$ cat src/rtl/crc_word_feeder.sv
// Word-level sequencer that feeds the bit-serial CRC-32 engine from a small FIFO.
// Optional build macro CRC_FEEDER_XOROUT_EN inverts the captured CRC into result.
module crc_word_feeder #(
  parameter int unsigned DEPTH = 4
) (
  input  logic        CLK,
  input  logic        RST,
  input  logic        wr_en,
  input  logic [31:0] wr_data,
  input  logic        wr_last,
  output logic        full,
  output logic        overflow,
  input  logic [31:0] cfg_seed,
  input  logic [31:0] cfg_poly,
  output logic        crc_start,
  output logic        crc_reset,
  output logic [31:0] crc_data_in,
  output logic [31:0] crc_orient,
  input  logic        crc_ready,
  input  logic [31:0] crc_data_out,
  output logic [31:0] result,
  output logic        result_valid,
  input  logic        result_ack,
  output logic        busy
);

  localparam int unsigned AW = (DEPTH > 1) ? $clog2(DEPTH) : 1;
  localparam int unsigned CW = AW + 1;

  typedef struct packed {
    logic        last;
    logic [31:0] data;
  } entry_t;

  typedef enum logic [2:0] {IDLE, SEED, ISSUE, WAIT, DONE} state_t;

  state_t          state, state_next;
  entry_t          mem [DEPTH];
  entry_t          head;
  logic [AW-1:0]   wr_ptr, rd_ptr;
  logic [CW-1:0]   count, count_next;
  logic            empty, push, pop;
  logic            last_issued;

  assign empty = (count == CW'(0));
  assign pop   = (state == ISSUE);
  assign push  = wr_en && (!full || pop);
  assign head  = mem[rd_ptr];

  always_comb begin
    count_next = count;
    case ({push, pop})
      2'b10:   count_next = count + CW'(1);
      2'b01:   count_next = count - CW'(1);
      default: count_next = count;
    endcase
  end

  // FIFO storage needs no reset; occupancy is tracked by the pointers and count.
  always_ff @(posedge CLK) begin
    if (push) mem[wr_ptr] <= entry_t'({wr_last, wr_data});
  end

  always_ff @(posedge CLK) begin
    if (RST) begin
      wr_ptr   <= '0;
      rd_ptr   <= '0;
      count    <= '0;
      full     <= 1'b0;
      overflow <= 1'b0;
    end else begin
      if (push) wr_ptr <= wr_ptr + AW'(1);
      if (pop)  rd_ptr <= rd_ptr + AW'(1);
      count    <= count_next;
      full     <= (count_next == CW'(DEPTH));
      overflow <= overflow | (wr_en && full && !pop);
    end
  end

  always_ff @(posedge CLK) begin
    if (RST) state <= IDLE;
    else     state <= state_next;
  end

  always_comb begin
    state_next = state;
    case (state)
      IDLE:    if (!empty && crc_ready) state_next = SEED;
      SEED:    state_next = ISSUE;
      ISSUE:   state_next = WAIT;
      WAIT: begin
        if (crc_ready) begin
          if (last_issued)  state_next = DONE;
          else if (!empty)  state_next = ISSUE;
        end
      end
      DONE:    if (result_ack) state_next = IDLE;
      default: state_next = IDLE;
    endcase
  end

  // Engine strobes are registered from the next state so they coincide with SEED/ISSUE.
  always_ff @(posedge CLK) begin
    if (RST) begin
      crc_reset    <= 1'b0;
      crc_start    <= 1'b0;
      crc_data_in  <= '0;
      crc_orient   <= '0;
      last_issued  <= 1'b0;
      result       <= '0;
      result_valid <= 1'b0;
      busy         <= 1'b0;
    end else begin
      crc_reset    <= (state_next == SEED);
      crc_start    <= (state_next == ISSUE);
      if (state_next == SEED)       crc_data_in <= cfg_seed;
      else if (state_next == ISSUE) crc_data_in <= head.data;
      else                          crc_data_in <= '0;
      if (state_next == SEED) crc_orient <= cfg_poly;
      if (state == ISSUE) last_issued <= head.last;
      if (state == WAIT && state_next == DONE) begin
`ifdef CRC_FEEDER_XOROUT_EN
        result <= crc_data_out ^ 32'hFFFF_FFFF;
`else
        result <= crc_data_out;
`endif
      end
      result_valid <= (state_next == DONE);
      busy         <= (state_next != IDLE);
    end
  end

endmodule

$ cat config.mk
export PLATFORM = sky130hd
export DESIGN_NAME = crc_word_feeder
export DESIGN_NICKNAME = d
export VERILOG_FILES = /design/src/rtl/crc_word_feeder.sv
export SDC_FILE = /design/constraint.sdc
export NUM_CORES = 1
export LEC_CHECK = 0
export ABC_AREA = 1
export BUFFER_PORTS_ARGS = -buffer_cell sky130_fd_sc_hd__buf_4
export CORE_MARGIN = 2
export CORE_UTILIZATION = 45
export CTS_CLUSTER_SIZE = 14
export DETAILED_ROUTE_END_ITERATION = 10
export PLACE_DENSITY = 0.68
export SETUP_SLACK_MARGIN = 0.1
export SLEW_MARGIN = 20
export SYNTH_ARGS = -nofsm -noshare
export SYNTH_HDL_FRONTEND = slang
export SYNTH_SLANG_ARGS = --single-unit
$ cat constraint.sdc
create_clock -name CLK -period 2.99 [get_ports CLK]
set_input_delay 0.1495 -clock CLK [delete_from_list [all_inputs] [get_ports CLK]]
set_output_delay 0.1495 -clock CLK [all_outputs]
set_load 0.05 [all_outputs]
* After elaboration in Yosys (flattened, before gate mapping)
Memory sizes are Yosys's and may differ from the RTL's. A register that Yosys moved wholly into a read port is not among the register bits. Cells that the tools add are included.
Storage, ports and cells: register bits after elaboration 113, latch bits 0, RAM bits 132, ROM bits 0, output and inout port bits 102, memories 1
Operators by class: $add $sub $neg 4, multipliers 0, div/mod/pow operators 0, magnitude comparators 0, eq/ne operators 10, shift-type cells 0, mux-type cells 13, bitwise logic cells 1, reductions and logical operators 12
Memory list:
- mem | words 4, bits a word 33, read ports 1, clocked after memory_dff 1, wr ports 1, RTL line 38 | entry_t mem [DEPTH];
Operator list (number):
- 2-to-1 mux 32 bit | 2
- 2-to-1 mux 3 bit | 5
- case mux 3 bit (5 select lines) | 1
- equality test 3 x 2 -> 1 bit (second input constant) | 3
- equality test 3 bit (second input constant) | 3
- equality test 3 x 1 -> 1 bit (second input constant) | 2
- logical NOT 3 bit | 2
- case mux 3 bit (2 select lines) | 1
- logical AND 1 bit | 5
- adder 2 x 1 -> 2 bit (second input constant) | 2
- 2-to-1 mux 2 bit | 2
- adder 3 x 1 -> 3 bit (second input constant) | 1
- logical NOT 1 bit | 3
- nonzero test 3 bit | 1
- subtractor 3 x 1 -> 3 bit (second input constant) | 1
- equality test 2 x 1 -> 1 bit (second input constant) | 1
- equality test 2 bit (second input constant) | 1
- 2-to-1 mux 1 bit | 2
- logical OR 1 bit | 1
- bitwise OR 1 bit | 1

* Longest topological paths before layout
depth in word-level cells 8, mapped depth 12, mapped depth without buffers 12

* Least setup slack after synthesis
Ideal clock, no wire load.
path type register to register, start point reg state[2], end point mem mem[0][0] (netlist name), enable pin, library setup time 423 ps, arrival time 2304 ps, path slack 262 ps, cell stages (with the launch flop) 6, path buffers 0, period minus slack after synthesis 2728 ps, cells stage by stage dfxtp_1 inv_1 nand3_1 nand2_1 nand2_2 nor2_1
On the way: cells in the longest elaborated chain, start to end 5
Ends and longest elaborated chain:
- start: declaration | RTL line 37 | state_t state, state_next;
- start signal: assignment | RTL line 82 | else state <= state_next;
- equality test 3 x 2 -> 1 bit | RTL line 46 | assign pop = (state == ISSUE);
- logical OR 1 bit | RTL line 47 | assign push = wr_en && (!full || pop);
- logical AND 1 bit | RTL line 47
- 2-to-1 mux 1 bit | RTL line 61 | if (push) mem[wr_ptr] <= entry_t'({wr_last, wr_data});
- 2-to-1 mux 1 bit (not written as such) | RTL line 61
- end: declaration | RTL line 38
Every way passes these cells.

* Worst setup path in the final report
start point reg state[0], end point reg full
On the way: cells in the longest elaborated chain, start to end 6, elaborated cells between the ends (all ways) 7
Ends and longest elaborated chain:
- equality test 3 x 2 -> 1 bit (*) | RTL line 46
- logical OR 1 bit | RTL line 47
- logical AND 1 bit | RTL line 47
- equality test 2 x 1 -> 1 bit or equality test 2 bit (tied branches) | RTL line 52 | case ({push, pop})
- case mux 3 bit (2 select lines) (*) | RTL line 52
- equality test 3 bit (*) | RTL line 75 | full <= (count_next == CW'(DEPTH));
- end signal: assignment | RTL line 75
- end: declaration | RTL line 11 | output logic full,
Mark *: on every way between the ends. The rest lies on a longest branch, timed or not. A chain may end at the register's enable or synchronous reset.

==> results.json <==
{
  "seq_power_share": 0.396,
  "avgViaCountPerCell": 4.95,
  "start_kind": "flop",
  "syn-cell-area_um2": 9000,
  "drtAntennaViolNets": 0,
  "r2r_start": "state[0]",
  "synth_top_area_frac": 0.440,
  "clk_latency_ns": 0.51,
  "synth_top_family_by_area": "simple AND/OR/NAND/NOR gates",
  "synth_compound_area_frac": 0.105,
  "synth_edf_count": 132,
  "setup_ws_ns": 0.641,
  "postCtsSetupBuffers": 0,
  "synth_seq_cells": 247,
  "synth_commonest_cells": "206 x nor2_1, 132 x edfxtp_1, 128 x o21ai_0",
  "max_freq_mhz": 426,
  "holdWs_ns": 0.0265,
  "synthSimpleGateAreaFrac": 0.152,
  "grt_pass1_vias": 7415,
  "htree_levels": 1,
  "start_util": 0.461,
  "globalRouteTotalUtil": 0.217,
  "hp-class": "in2reg",
  "remaining_drc_errors": 0,
  "first_pass_iters": 5,
  "pwr-share-clk": 0.309,
  "port_buffers": 235,
  "critPathArrivalTime_ns": 2.78,
  "synthArstFlopShare": 0,
  "synth_fp_nets": 979,
  "leakage_uw": 0.00564,
  "hp-start": "crc_ready",
  "setup_viol": 0,
  "synth_xor_area_frac": 0.000973,
  "clock-sinks": 247,
  "power_density_nw_per_um2": 801,
  "synth_cell_types": 27,
  "rsz0062_at_grt": "false",
  "dpl.hpwl_mm": 13.9,
  "dieHeight_um": 145,
  "cp_max_fo": 9,
  "antenna_found_initial": 0,
  "power.internal_uw": 6970,
  "placed_area_um2": 11000,
  "criticalPathCategory": "reg2reg",
  "synthTopCellsByArea": "edfxtp_1 44%, dfxtp_1 26%, nor2_1 8.6%",
  "synth.area.mux_share": 0,
  "setup_tns_ns": 0,
  "fin_skew_ns": 0.0112,
  "power.switching_uw": 3600,
  "grt_start_max_net_pins": 67,
  "cts_made_buffers": 26,
  "cts_root_buf": "clkbuf_16",
  "syn_area_per_cell_um2": 10.7,
  "status": "finished clean",
  "slew_viol_final": 0,
  "core_um2": 19500,
  "syn_inst": 839,
  "grt_first_pass_wirelength_mm": 37.8,
  "synth_warnings": 0,
  "cp.required_ns": 3.43,
  "drive_above_1_share": 0.254,
  "fin_area_um2": 13200,
  "io_pins": 236,
  "place_ws_ns": 0.659,
  "hold_viol": 0,
  "routed_wl_mm": 23.6,
  "gp_congestion": 0.761,
  "synth_ff_type": "edfxtp_1",
  "clk_pin_slew_ns": 0.06,
  "die_x_um": 145,
  "yosysTopAreaCell": "edfxtp_1",
  "seq_area_frac_synth": 0.696,
  "dr_total_vias": 7361,
  "worst-slew-pin-transition_ns": 0.924,
  "synth_adder_area_share": 0.00918,
  "yosysMostFrequentCell": "nor2_1",
  "drtIter0Drc": 440,
  "final.min_clock_period_ns": 2.35,
  "ir_drop_mv": 0.503,
  "post_drt_wl_per_cell_um": 15.9,
  "overflow": 0,
  "post-route-period-util": 0.786,
  "cts_tree": "yes",
  "slew_headroom": 0.383,
  "std_cell_rows": 51,
  "die_area_um2": 21100,
  "drv_cap": 0,
  "clk_path_buf_depth": 3,
  "worst_setup_path_end_kind": "flop",
  "switching_share": 0.341,
  "combPwrFrac": 0.295,
  "diodes": 0,
  "area_delta_synth_final_pct": 46.7,
  "cp-startpoint": "state[0]",
  "nets": 1341
}
## critical path, cell delays in order (launching register included)
cell and delay, ns:
dfxtp_1 0.43, inv_1 0.06, nand3_1 0.21, nand2_1 0.11
nand2_2 0.26, ha_1 0.20, inv_1 0.07, fa_1 0.39
a21oi_1 0.15, o21ai_0 0.12, nand2_1 0.08, nand2_1 0.06
nor3_1 0.14
## state kept, by name (all words and copies together) (netlist names), 2 cells and up, named ones only
register     cells
crc_orient      32
count            3
wr_ptr           2
rd_ptr           2
state            3
result          32
crc_data_in     32
mem            132
## kinds of logic after synthesis
group	count (synthesis)
AO/OA/AOI/OAI	179
adder cells (fa/ha/maj)	6
buffers and inverters	74
XOR/XNOR	1
flip-flops	247
AND/OR/NAND/NOR	332
## final timing paths
check	to	slack [ns]	cells past startpoint
worst min-delay path	crc_reset	0.03	3
worst max-delay path	full	0.64	12
worst max register to register	full	0.64	12
worst min register to register	rd_ptr[1]	0.46	2
## cells in the final DEF (no fill, tap or decap), drive strengths merged
cell           n
nand2         79
inv           26
o21bai         1
dfxtp        115
fa             1
a31oi          1
nor3           1
o22ai         33
nand4          1
nand3         39
edfxtp       132
clkbuf        33
a21oi          6
nor2         212
dlygate4sd3  132
xor2           1
bufinv         4
clkinv        11
ha             5
buf          250
o21ai        138
## power by group through the flow
stage	Clock (uW)	Sequential [uW]	Combinational [uW]
finish	3260	4180	3120
global route	3490	4220	3360
CTS	3330	4180	3140
detailed placement	0	4240	2990
global placement	0	4240	2960
floorplan	0	5260	1050
## final cells by class
class                      count  area (um^2)
fill                        1470         6320
sequential                   247         6270
timing repair buffer         382         3200
multi-input combinational    518         2430
clock buffer                  33          708
tap                          265          332
clock inverter                15          170
inverter                      26         97.6
## routing by layer
metal	GRT usage	wire, um	vias up
met5	0	0	-
met4	0.0549	429	0
met3	0.0495	1740	34
met2	0.377	11800	257
met1	0.275	9660	3475
li1	-	-	3595
## repair_timing
item | 4_1_cts | 5_1_grt
hold buffers | 132 | 0
resized for setup | 0 | 0
endpoints found under the setup margin | 0 | 0
endpoints found under the hold margin | 234 | 0
## per-stage QoR
| step | total power [uW] | instances | utilization |
|---|---|---|---|
| 5_1_grt | 11100 | 1486 | 0.676 |
| 3_3_place_gp | 7190 | 1306 | 0.564 |
| 4_1_cts | 10700 | 1486 | 0.676 |
| 3_5_place_dp | 7240 | 1306 | 0.564 |
| 2_1_floorplan | 6310 | 839 | - |
| 6_report | 10600 | 1486 | 0.676 |
(Power assumes the default switching activity.)
